--- src/rtl/writeback_stage.sv ---
// RV32 writeback stage: selects register-file write data by opcode and aligns,
// extends and writes back load data that arrives from a variable-latency memory.
module writeback_stage #(
  parameter int unsigned DATA_W   = 32,
  parameter int unsigned REG_AW   = 5,
  parameter int unsigned MAX_WAIT = 15
) (
  input  logic              clk,
  input  logic              rst,
  input  logic              in_valid,
  output logic              in_ready,
  input  logic [31:0]       instruction,
  input  logic [DATA_W-1:0] pc_plus_4,
  input  logic [DATA_W-1:0] alu_out,
  input  logic              mem_rvalid,
  input  logic [DATA_W-1:0] mem_rdata,
  output logic              wb_en,
  output logic [REG_AW-1:0] wb_addr,
  output logic [DATA_W-1:0] wb_data,
  output logic              illegal,
  output logic              load_timeout
);

  localparam int unsigned CNT_W = 8;

  localparam logic [6:0] OPC_ZERO   = 7'h00;
  localparam logic [6:0] OPC_LOAD   = 7'h03;
  localparam logic [6:0] OPC_OP_IMM = 7'h13;
  localparam logic [6:0] OPC_AUIPC  = 7'h17;
  localparam logic [6:0] OPC_STORE  = 7'h23;
  localparam logic [6:0] OPC_OP     = 7'h33;
  localparam logic [6:0] OPC_LUI    = 7'h37;
  localparam logic [6:0] OPC_BRANCH = 7'h63;
  localparam logic [6:0] OPC_JALR   = 7'h67;
  localparam logic [6:0] OPC_JAL    = 7'h6F;

  localparam logic [2:0] F3_LB  = 3'b000;
  localparam logic [2:0] F3_LH  = 3'b001;
  localparam logic [2:0] F3_LW  = 3'b010;
  localparam logic [2:0] F3_LBU = 3'b100;
  localparam logic [2:0] F3_LHU = 3'b101;

  typedef enum logic [0:0] {
    IDLE = 1'b0,
    WAIT = 1'b1
  } state_t;

  state_t             state_q, state_d;
  logic [CNT_W-1:0]   wait_cnt_q, wait_cnt_d;
  logic [REG_AW-1:0]  ld_rd_q, ld_rd_d;
  logic [2:0]         ld_f3_q, ld_f3_d;
  logic [1:0]         ld_off_q, ld_off_d;
  logic               wb_en_q, wb_en_d;
  logic [REG_AW-1:0]  wb_addr_q, wb_addr_d;
  logic [DATA_W-1:0]  wb_data_q, wb_data_d;
  logic               illegal_q, illegal_d;
  logic               timeout_q, timeout_d;

  logic [6:0]         opcode_c;
  logic [REG_AW-1:0]  rd_c;
  logic [DATA_W-1:0]  shifted_c;
  logic [DATA_W-1:0]  load_data_c;
  logic               load_bad_c;
  logic               alu_write_c;
  logic [DATA_W-1:0]  alu_data_c;

  assign opcode_c = instruction[6:0];
  assign rd_c     = REG_AW'(instruction[11:7]);
  assign in_ready = (state_q == IDLE) & ~rst;

  // Load alignment and extension, with misaligned / unknown funct3 detection.
  always_comb begin
    shifted_c   = mem_rdata >> {ld_off_q, 3'b000};
    load_data_c = mem_rdata;
    load_bad_c  = 1'b0;
    unique case (ld_f3_q)
      F3_LB:  load_data_c = {{(DATA_W-8){shifted_c[7]}}, shifted_c[7:0]};
      F3_LBU: load_data_c = {{(DATA_W-8){1'b0}}, shifted_c[7:0]};
      F3_LH: begin
        load_data_c = {{(DATA_W-16){shifted_c[15]}}, shifted_c[15:0]};
        load_bad_c  = ld_off_q[0];
      end
      F3_LHU: begin
        load_data_c = {{(DATA_W-16){1'b0}}, shifted_c[15:0]};
        load_bad_c  = ld_off_q[0];
      end
      F3_LW: begin
        load_data_c = mem_rdata;
        load_bad_c  = (ld_off_q != 2'b00);
      end
      default: load_bad_c = 1'b1;
    endcase
  end

  // Non-load writeback data select.
  always_comb begin
    alu_write_c = 1'b0;
    alu_data_c  = alu_out;
    unique case (opcode_c)
      OPC_OP, OPC_OP_IMM, OPC_AUIPC: alu_write_c = 1'b1;
      OPC_LUI: begin
        alu_write_c = 1'b1;
        alu_data_c  = DATA_W'({instruction[31:12], 12'b0});
      end
      OPC_JAL, OPC_JALR: begin
        alu_write_c = 1'b1;
        alu_data_c  = pc_plus_4;
      end
      default: alu_write_c = 1'b0;
    endcase
  end

  // Next-state and registered-output logic.
  always_comb begin
    state_d    = state_q;
    wait_cnt_d = wait_cnt_q;
    ld_rd_d    = ld_rd_q;
    ld_f3_d    = ld_f3_q;
    ld_off_d   = ld_off_q;
    wb_en_d    = 1'b0;
    wb_addr_d  = wb_addr_q;
    wb_data_d  = wb_data_q;
    illegal_d  = 1'b0;
    timeout_d  = timeout_q;

    unique case (state_q)
      IDLE: begin
        if (in_valid) begin
          if (alu_write_c) begin
            wb_en_d   = (rd_c != '0);
            wb_addr_d = rd_c;
            wb_data_d = alu_data_c;
          end else if (opcode_c == OPC_LOAD) begin
            state_d    = WAIT;
            wait_cnt_d = '0;
            ld_rd_d    = rd_c;
            ld_f3_d    = instruction[14:12];
            ld_off_d   = alu_out[1:0];
          end else if (opcode_c != OPC_STORE && opcode_c != OPC_BRANCH &&
                       opcode_c != OPC_ZERO) begin
            illegal_d = 1'b1;
          end
        end
      end
      WAIT: begin
        if (mem_rvalid) begin
          state_d    = IDLE;
          wait_cnt_d = '0;
          if (load_bad_c) begin
            illegal_d = 1'b1;
          end else begin
            wb_en_d   = (ld_rd_q != '0);
            wb_addr_d = ld_rd_q;
            wb_data_d = load_data_c;
          end
        end else if (wait_cnt_q == CNT_W'(MAX_WAIT)) begin
          state_d    = IDLE;
          wait_cnt_d = '0;
          timeout_d  = 1'b1;
        end else begin
          wait_cnt_d = wait_cnt_q + CNT_W'(1);
        end
      end
      default: state_d = IDLE;
    endcase
  end

  always_ff @(posedge clk or posedge rst) begin
    if (rst) begin
      state_q    <= IDLE;
      wait_cnt_q <= '0;
      ld_rd_q    <= '0;
      ld_f3_q    <= '0;
      ld_off_q   <= '0;
      wb_en_q    <= 1'b0;
      wb_addr_q  <= '0;
      wb_data_q  <= '0;
      illegal_q  <= 1'b0;
      timeout_q  <= 1'b0;
    end else begin
      state_q    <= state_d;
      wait_cnt_q <= wait_cnt_d;
      ld_rd_q    <= ld_rd_d;
      ld_f3_q    <= ld_f3_d;
      ld_off_q   <= ld_off_d;
      wb_en_q    <= wb_en_d;
      wb_addr_q  <= wb_addr_d;
      wb_data_q  <= wb_data_d;
      illegal_q  <= illegal_d;
      timeout_q  <= timeout_d;
    end
  end

  assign wb_en        = wb_en_q;
  assign wb_addr      = wb_addr_q;
  assign wb_data      = wb_data_q;
  assign illegal      = illegal_q;
  assign load_timeout = timeout_q;

endmodule
--- config.mk ---
export PLATFORM = sky130hd
export DESIGN_NAME = writeback_stage
export DESIGN_NICKNAME = d
export VERILOG_FILES = /design/src/rtl/writeback_stage.sv
export SDC_FILE = /design/constraint.sdc
export NUM_CORES = 1
export LEC_CHECK = 0
export ABC_AREA = 1
export ABC_CLOCK_PERIOD_IN_PS = 1700
export CAP_MARGIN = 20
export CORE_UTILIZATION = 40
export CTS_CLUSTER_DIAMETER = 120
export CTS_CLUSTER_SIZE = 24
export DETAILED_ROUTE_END_ITERATION = 6
export GPL_ROUTABILITY_DRIVEN = 0
export HOLD_SLACK_MARGIN = 0.05
export MAX_ROUTING_LAYER = met4
export PLACE_DENSITY_LB_ADDON = 0.12
export SLEW_MARGIN = 10
export SYNTH_ARGS = -nofsm -noshare
export SYNTH_HDL_FRONTEND = slang
export SYNTH_SLANG_ARGS = --single-unit
--- constraint.sdc ---
create_clock -name clk -period 1.7 [get_ports clk]
set_input_delay 0.34 -clock clk [delete_from_list [all_inputs] [get_ports clk]]
set_output_delay 0.34 -clock clk [all_outputs]
set_load 0.01 [all_outputs]
======== Yosys cells after proc, flatten, opt, wreduce, memory -nomap -nowiden ========
Index checks and enable logic that the tools add are counted.
storage, ports and cells
  bits in registers ....................... 59
  input bits .............................. 132
  output and inout port bits .............. 41
  word-level logic and storage cells ...... 90
operators by class
  add/subtract/negate cells ............... 1
  eq/ne operators ......................... 20
  shift-type cells ........................ 1
  multiplexer cells ....................... 38
  bitwise gates (word level) .............. 5
  reductions and logical operators ........ 15
operators with widths
  cell                                                                   number
  32-bit two-way mux                                                     4
  32-bit case mux with 2 select lines                                    2
  32-bit case mux with 4 select lines                                    1
  8-bit two-way mux                                                      5
  32-bit by 5-bit >> shifter with 16-bit output                          1
  5-bit two-way mux                                                      4
  1-bit two-way mux                                                      16
  8-bit case mux with 2 select lines                                     1
  7-bit by 5-bit equality test with 1-bit output, second input constant  2
  7-bit by 6-bit equality test with 1-bit output, second input constant  2
  7-bit equality test, second input constant                             2
  2-bit != test, second input constant                                   5
  5-bit case mux with 2 select lines                                     1
  5-bit nonzero test                                                     2
  8-bit by 1-bit adder with 8-bit output, second input constant          1
  8-bit by 4-bit equality test with 1-bit output, second input constant  1
  4-bit AND reduction                                                    2
  7-bit by 2-bit equality test with 1-bit output, second input constant  1
  7-bit by 6-bit != test with 1-bit output, second input constant        1
  7-bit != test, second input constant                                   1
  7-bit nonzero test                                                     1
  3-bit equality test, second input constant                             2
  1-bit case mux with 2 select lines                                     3
  3-bit AND reduction                                                    2
  other kinds (11)                                                       17

======== Longest topological paths before layout ========
Gate-level depths: netlist of run 1.
  word-level depth ........................ 8
  mapped depth ............................ 11

======== Worst setup path after synthesis of run 1 ========
OpenSTA, ideal clock, no wires.
  kind .................................... register -> register
  from .................................... register ld_off_q[0]
  to ...................................... register wb_data_q[15] (netlist: wb_data[15])
  library setup time ...................... 0.065 ns
  arrival time ............................ 1.427 ns
  path slack .............................. 0.208 ns
  cell stages (with the launch flop) ...... 11
  buffers on the path ..................... 3
  period minus slack after synthesis ...... 1.492 ns
  cells stage by stage .................... dfrtp_1 buf_6 nor2_8 nand2_4 nand2_2 nand2_2 a21oi_4 buf_6 buf_12 nand3_2 nand2_1
between the ends
  word-level cells in the longest chain between the ends .. 5
  elaborated cells on any way between the ends .. 9
ends and longest elaborated chain
  item                                           line  source
  start, declared                                52    logic [1:0] ld_off_q, ld_off_d;
  start signal, assigned                         185   ld_off_q <= ld_off_d;
  32-bit by 5-bit >> shifter with 16-bit output  73    shifted_c = mem_rdata >> {ld_off_q, 3'b000};
  32-bit case mux with 4 select lines            76    unique case (ld_f3_q)
  32-bit two-way mux                             149   if (load_bad_c) begin
  32-bit two-way mux                             146   if (mem_rvalid) begin
  32-bit case mux with 2 select lines            126   unique case (state_q)
  end signal, assigned                           188   wb_data_q <= wb_data_d;
  end, declared                                  55    logic [DATA_W-1:0] wb_data_q, wb_data_d;
Several ways; a longest one is shown, not always the timed one. The select of a mux whose other input is x is not followed.
A chain may end at the register's enable or synchronous reset.

======== Worst setup path in the final report of run 1 ========
  from .................................... input instruction[6]
  to ...................................... register wb_data_q[14] (netlist: wb_data[14])
between the ends
  word-level cells in the longest chain between the ends .. 6
  elaborated cells on any way between the ends .. 15
ends and longest elaborated chain
  item                                 line  source
  start, declared                      12    input logic [31:0] instruction,
  7-bit equality test                  99    unique case (opcode_c)
  2-bit OR reduction                   99
  32-bit case mux with 2 select lines  99
  32-bit two-way mux                   129   if (alu_write_c) begin
  32-bit two-way mux                   128   if (in_valid) begin
  32-bit case mux with 2 select lines  126
Several ways; a longest one is shown, not always the timed one. The select of a mux whose other input is x is not followed.

==> results.txt, run 1 <==
- The flow ran to the end, and the final reports show no timing, DRC or antenna violations.
- CTS placed an instance of sky130_fd_sc_hd__clkbuf_8 at the clock tree root.
- Worst reg-to-reg setup slack: ~0.1 ns
- After synthesis the netlist holds a flip-flop and latch count of just under 60.
* Wire per inst: approximately 16 um
* Final Hold Violating Endpoints: 0
- Distinct cell type count of the synthesized netlist: 32
* Synthesized net count: between 700 and 800
- Counting instances, the worst hold path has a depth of 2.
* PD cells: about 730 nW/um^2
- Hold repair after CTS inserted 0 buffers.
- The initial utilization of the core area, before any placement, comes to approximately two fifths.
- Synthesis produced a netlist whose cell count is ~640.
- Initial DRC Count: between 300 and 400
* Min-Delay Path Class: flop to flop
- The number of global-route vias before repair came to just under 5,000.
- Setup violations remaining at the end of the flow were counted as 0.
- For this run, the total global-route usage over all layers was measured as between 20 and 30%.
- Along the worst path, the maximum fanout reaches 5.
- The first detailed-routing pass ran for 5 iterations.
- Setup repair after global routing left no endpoint under its margin.
- Most common library cell in the layout ignoring fill and taps: sky130_fd_sc_hd__nand2_1
- TritonCTS clock tree: done
* Cell with the most instances on the worst path: sky130_fd_sc_hd__nand2_1
- After clock tree synthesis, the clock-pin slew on the worst setup and hold paths is about 0.07 ns.
- Final instance area: about 6700 um^2
* Die X-Extent: between 100 and 150 um
- Boundary Pins: about 170
* Terminating pin of the worst hold path: wb_addr[2]
* DRC: 0
* Standard cell area after detailed placement: ~6300 um^2
* Worst clock skew on the final layout: 0.0106 ns
- Summed negative setup slack over all endpoints: 0 ns
- For the worst-skew pair, the clock arrives at the later sink with an insertion delay of approximately 0.34 ns.
* Minimum clock period after layout: 1.61 ns
- Mean Syn Cell Area: 6.66 um^2
- Antenna violations before repair: 0
- Number of standard cells in the layout, taps in and fillers out: 969
- Floorplan core area: approximately 10,000 um^2
- Once detail routing completed, the nets flagged for antenna violations numbered 0.
- Final-layout fill cell count: around 900
- Derived from the worst setup path, the maximum achievable clock frequency is slightly above 600 MHz.
- The tree built by TritonCTS fans out to between 50 and 60 sinks.
- STA classifies the critical path startpoint as a primary input.
- On the worst path, the slowest cell contributes a delay of around 0.41 ns.
- Library cell contributing the largest single delay on the critical path: sky130_fd_sc_hd__clkdlybuf4s50_1
- The worst register-to-register path begins at ld_off_q[1].
* Y dimension of the die: between 100 and 150 um
- The area growth from synthesis to layout is 57.1%.
- Port Buffers: approximately 170
- After layout, the worst path uses between 90 and 100% of the clock period.
* Remaining max-slew budget at the tightest pin: 74.4%
* Global-route wire length before repair: roughly 24,000 um
- Transition time of the tightest slew-check pin: about 0.38 ns
- The H-tree was split into 3 levels.
- Critical path class: primary input to flop
- Required time worst endpoint: a little under 2 ns
- Across the run, the number of max-cap violations was 0.
- The longest clock path from root to sink contains 2 buffers.
- Cells with a size suffix above 1 make up about an eighth of the layout.
- Number of buffers created by CTS: 9
- The worst hold path begins at wb_addr[2].
- For this block, the routed nets add up to 15,100 um of wire.
* Commonest cells after routing, fill and taps aside: sky130_fd_sc_hd__nand2_1 (223), sky130_fd_sc_hd__clkdlybuf4s50_1 (169), sky130_fd_sc_hd__nand3_1 (111)
* CP Buf/Inv Count: 4
- The number of cells on the worst reg-to-reg path is 7.
- At the end of the flow the core is filled with cells to between 60 and 70%.
* Number of slew-limit violations in the final report: 0
- IR Drop Worst-Case VDD: roughly 0.44 mV
- Detailed placement ended at an HPWL of between 10,000 and 15,000 um.
- In the final design database the tool counted roughly 960 nets.
* Antenna diodes: 0
* Number of stages on the worst setup path: 10
- Static Leakage: about 3.2 nW
- Inst Count DP: 949
- The worst setup path is captured at a flop.
- Pin count of the biggest net entering global routing: 60
- Post-Synthesis Cell Area: ~4300 um^2
- Overflow left after global routing: 0
- Count of synthesis-stage warnings from yosys: 0
- The signal on the critical path passes through clkdlybuf4s50_1 -> buf_4 -> nor3_1 -> nand2_1 -> inv_1 -> buf_4 -> nand2_1 -> nand3_1 -> nand3_2 -> nand2_1.
- Area enclosed by the die boundary: ~11,000 um^2
- Placement row count: 37
* Sequential-to-total area share from yosys stat: 34.7%
- Reg2reg end: wb_data[0]
- STA puts the critical path data arrival time at approximately 1.9 ns.
* Family with the most delay on the worst path: buffers and inverters
* Post-detailed-route via-to-cell ratio: between 5 and 6
* Via count of the routed design: 5,172
==> synth_stat cells (all sizes together) <==
library cell | number | share of area (%)
a21boi | 1 | 0.18
a21o | 7 | 1.2
a21oi | 45 | 5.6
a31oi | 1 | 0.15
buf | 24 | 4.1
clkbuf | 18 | 1.6
clkinv | 1 | 0.088
dfrtp | 59 | 35
ha | 1 | 0.29
inv | 36 | 3.2
nand2 | 229 | 21
nand3 | 130 | 17
nand4 | 20 | 2.9
nor2 | 22 | 2.3
nor3 | 3 | 0.35
o21ai | 35 | 4.2
o21bai | 1 | 0.18
o22ai | 3 | 0.44
o31ai | 2 | 0.35
xnor2 | 1 | 0.21
==> how the worst max path moves through the flow <==
stage                   startpoint     endpoint
global route           ld_off_q[0]  wb_data[14]
global placement    instruction[1]  wb_data[17]
floorplan              ld_off_q[0]  wb_data[15]
finish              instruction[6]  wb_data[14]
CTS                    ld_off_q[0]  wb_data[14]
detailed placement  instruction[1]  wb_data[14]
==> flip-flops by register name, indices dropped and copies added, names as in the netlist, 2 cells and up <==
register,flops
ld_f3_q,3
ld_off_q,2
ld_rd_q,5
wait_cnt_q,8
wb_addr,5
wb_data,32
==> worst min-delay path: cells and delay by family (launching register included) <==
kind / cells / cell delay (ns)
simple gates: 2 / 0.09
flops: 1 / 0.35
==> report_power, final <==
group	internal, W	switching, W	leakage (nW)
logic	0.000899	0.000698	2.32
clock network	0.000828	0.000609	0.106
registers	0.00168	0.000200	0.730
total	0.00340	0.00151	3.16
==> cell families (layout without fill, tap and decap cells) <==
kind of cell               count (synthesis)  in the layout  share of synthesized area [%]
AOI/OAI and AO/OA                         95             95                           12.3
xor gates and xnor gates                   1              1                          0.206
adders and majority gates                  1              1                          0.294
buffers and inverters                     79            273                           8.97
DFF                                       59             59                           34.7
and+or+nand+nor                          404            404                           43.6
==> area by class of cell <==
| type | count | area [um^2] | share of cell area, % |
|---|---|---|---|
| clock buffer | 10 | 128 | 1.91 |
| clock inverter | 6 | 90.1 | 1.35 |
| inverter | 37 | 150 | 2.25 |
| multi-input combinational | 501 | 2420 | 36.2 |
| sequential | 59 | 1480 | 22.1 |
| tap | 136 | 170 | 2.55 |
| timing repair buffer | 219 | 2240 | 33.5 |
| timing repair inverter | 1 | 8.76 | 0.131 |
==> timing repair <==
action,CTS,global route
resized for setup,4,13
buffers inserted,1,0
cloned,1,2
setup endpoints to repair,38,40
pin swaps,1,1
==> metrics by stage <==
step	worst slack (ns)	hold slack [ns]	power [W]
finish	0.0863	0.476	0.00491
detailed placement	-0.410	0.458	0.00347
global route	0.0122	0.504	0.00517
floorplan	0.208	0.440	0.00250
CTS	0.00828	0.475	0.00491
global placement	-0.291	0.454	0.00343
==> routing by layer <==
layer	GRT usage [%]	wire length, um	vias to the layer above
met3	3.93	1010	40
met4	10.8	431	0
met5	-	0	-
li1	-	-	2514
met2	44.5	7120	249
met1	36.2	6520	2369
Note: power is estimated with default switching activity, not from simulation.
==> inputs of run 2 (changes only) <==
- HOLD_SLACK_MARGIN: 0.05 -> 0.1
==> results of run 2 <==
Final layout, timing and power as in run 1 (identical DEF).
==> edit 1, RTL diff (flow settings as in run 2) <==
The localparam `CNT_W` goes from 8 to 9.
--- a/src/rtl/writeback_stage.sv
+++ b/src/rtl/writeback_stage.sv
@@ -22,5 +22,5 @@
 );
 
-  localparam int unsigned CNT_W = 8;
+  localparam int unsigned CNT_W = 9;
 
   localparam logic [6:0] OPC_ZERO   = 7'h00;
Function: same outputs for any inputs over 4 cycles, from zero or initial values and one cycle with rst high; that may be too few to reach the edited logic, so the function may still have changed.
==> edit 1 against run 2 <==
- area after synthesis increased by 0.71%
- clock power increased by 4%
- sequential cell count increased by 1
- die area increased by 0.70%
- power about the same
- design area increased by 3.7%
- worst setup slack got worse by 0.074 ns
- routed wire length increased by 5.0%
==> edit 1: results (changes against run 2) <==
* Post-detailed-route wirelength per cell: 16.1 µm (was 15.6 µm)
- The worst ir drop on vdd came to 0.418 mV (was 0.439 mV).
- The relative max-transition margin was 75.4% (was 74.4%).
- The adder and majority gate portion of the synthesized area is 0.292% (was 0.294%).
- Number of nets at the end of the flow: 976 (was 961)
* GRT Total Usage: 27.7% (was 28.0%)
- Clock Skews: 0.0127 ns (was 0.0106 ns)
- The largest net degree at the start of global routing came to 38 (was 60).
- Sequential share of the synthesized area: 35.0% (was 34.7%)
- Iter 0 DRT Violations: 406 (was 316)
- The worst setup slack before clock tree synthesis came to -0.367 ns (was -0.410 ns).
* Reg-to-reg setup timing slack: 0.01 ns (was 0.10 ns)
* Combinational Power Share: 31.8% (was 32.5%)
- Number of global-route vias before repair: 4836 (was 4930)
- The data arrival time of the critical path came to 1.98 ns (was 1.89 ns).
* Wire length of the first global-routing pass: 23600 µm (was 23800 µm)
* Max stage delay cell, worst path: sky130_fd_sc_hd__dfrtp_2 (was sky130_fd_sc_hd__clkdlybuf4s50_1)
* Instance area at placement: 0.00643 mm² (was 0.00635 mm²)
* Met3 usage: 4.21% (was 3.93%)
- Met2 Use GR: 44.9% (was 44.5%)
- The post-CTS repair timing setup buffer count is 2 (was 1).
- Number of gates given a new drive strength after cts: 3 (was 4)
- Fraction of the mapped netlist area in compound gates: 11.4% (was 12.3%)
- Logic power comb: 1.56 mW (was 1.60 mW)
* Routed wire length on met2: 7830 µm (was 7120 µm)
- The ratio of cells with drive above 1 in the final layout was 13.9% (was 12.0%).
* Wire length the detailed router placed on met1: 6650 µm (was 6520 µm)
- Dpl hpwl: 11300 µm (was 10900 µm)
- Run status: complete, no violations (unchanged)
- The reported leakage power is 3.26 nW (was 3.16 nW).
* DR WL met3: 994 µm (was 1010 µm)
* Synth Area in XOR/XNOR: 0.204% (was 0.206%)
* Met1 global-route usage: 35.1% (was 36.2%)
## edit 1: per-stage QoR
| stage | instances | hold slack [ns] | setup TNS, ns |
|---|---|---|---|
| floorplan | 646 | 0.436 | 0 |
| global placement | 957 | 0.455 | -12.74 |
| detailed placement | 957 | 0.459 | -16.11 |
| CTS | 975 | 0.477 | 0 |
| global route | 984 | 0.502 | -1.58 |
| finish | 984 | 0.469 | 0 |
## edit 1: worst paths after layout
kind                            startpoint  cells past startpoint          end
worst max-delay path               state_q                      9  wb_data[20]
worst min-delay path            wb_addr[1]                      2   wb_addr[1]
worst max register to register     state_q                      9  wb_data[20]
worst min register to register  wb_addr[1]                      2   wb_addr[1]
max in group asynchronous              rst                      4  wb_data[30]
min in group asynchronous              rst                      4   ld_f3_q[0]
## edit 1: cell type report
cell class              count  area [µm²]
clock buffers              10         138
clock inverters             6        87.6
fillers                   937        3440
inverters                  30         136
multi-input cells         514        2480
flip-flops and latches     60        1500
well taps                 136         170
repair buffers            228        2410
==> edit 2, RTL diff (flow settings as in run 2) <==
Without the edit above. Put one more register stage on the output `load_timeout`. The value now appears one clock later. The other outputs are not delayed to match.
--- a/src/rtl/writeback_stage.sv
+++ b/src/rtl/writeback_stage.sv
@@ -196,5 +196,7 @@
   assign wb_data      = wb_data_q;
   assign illegal      = illegal_q;
-  assign load_timeout = timeout_q;
+  always_ff @(posedge clk) begin
+    load_timeout <= timeout_q;
+  end
 
 endmodule
Behaviour: no difference found for any inputs over 4 cycles, from zero or initial values and one cycle with rst high; that may be too few to reach the edited logic, so the function may still have changed.
==> edit 2 against run 2 <==
- worst setup slack worse by 0.0068 ns
- combinational power hardly changed
- critical path depth is 2 higher
- routed wire length is 3.5% lower
- die area is 0.47% higher
- global-route usage is 1.0 points lower
- worst hold slack worse by 0.11 ns
- sequential cell count is 1 higher
- power is 2.1% lower
- design area is 0.62% lower
- area after synthesis is 0.47% higher
- largest power group unchanged
==> edit 2: results (changes against run 2) <==
- Post-Route Hold Slack: 0.370 ns (was 0.476 ns)
- Hold-critical path depth: 0 (was 2)
- The number of global-route vias before repair was 4606 (was 4930).
- Post-Synthesis Mean Instance Area: 6.68 µm² (was 6.66 µm²)
- End of the critical path: wb_data[2] (was wb_data[14])
* DR WL met3: 1060 µm (was 1010 µm)
- Share of post-route cells with drive strength above 1: 11.7% (was 12.0%)
- The clock-net power came to 1.31 mW (was 1.44 mW).
- The total power divided by cell area was 724 mW/mm² (was 734 mW/mm²).
* Slew at the pin with the worst max-slew slack: 0.414 ns (was 0.380 ns)
- Pre-CTS setup slack: -0.367 ns (was -0.410 ns)
- Wire length the detailed router placed on met1: 6480 µm (was 6520 µm)
- The first-pass detailed-route iteration total is 4 (was 5).
* Final cell count without fillers: 968 (was 969)
- Met3 usage: 4.51% (was 3.93%)
* Routed wire length on met2: 6610 µm (was 7120 µm)
- The critical path startpoint was instruction[4] (was instruction[6]).
- Synth unique cells: 33 (was 32)
- The reported leakage power came to 3.11 nW (was 3.16 nW).
- The start point of the worst hold path is timeout_q (was wb_addr[2]).
- Fraction of synthesis flops using an asynchronous set or reset pin: 98.3% (was 100%)
- The critical-path maximum fanout was 32 (was 5).
- The overall fraction of global-route tracks in use was 27.0% (was 28.0%).
* Highest cell delay on the worst timing path: 0.47 ns (was 0.41 ns)
* Met1 global-route usage: 36.1% (was 36.2%)
- The global-route wire length before repair is 22900 µm (was 23800 µm).
- Run status: complete, no violations (unchanged)
- The maximum clock frequency is 0.617 GHz (was 0.620 GHz).
-- edit 2: changes by cell type after synthesis, sizes merged --
| cell | delta |
|---|---|
| dfxtp | +1 |
-- edit 2: kinds of logic (layout without fill, tap and decap cells) --
group	Yosys count	after routing	share of synthesized area, %
simple gates	404	404	43.4
compound gates	95	95	12.2
buf+inv	79	271	8.92
flops	60	60	35.0
fa+ha+maj	1	1	0.293
xor+xnor	1	1	0.205
-- edit 2: repair_timing --
action                                  4_1_cts  5_1_grt
resized for setup                             3       11
pin swaps                                     0        1
hold buffers                                  0        0
buffers inserted                              1        3
cloned                                        0        1
endpoints found under the setup margin       38       39
-- edit 2: cell type report --
| type | count | area share (%) |
|---|---|---|
| flip-flops and latches | 60 | 22.6 |
| repair buffers | 218 | 33.3 |
| inverters | 37 | 2.32 |
| well taps | 136 | 2.56 |
| clock inverters | 4 | 0.753 |
| multi-input cells | 501 | 36.3 |
| clock buffers | 12 | 2.18 |
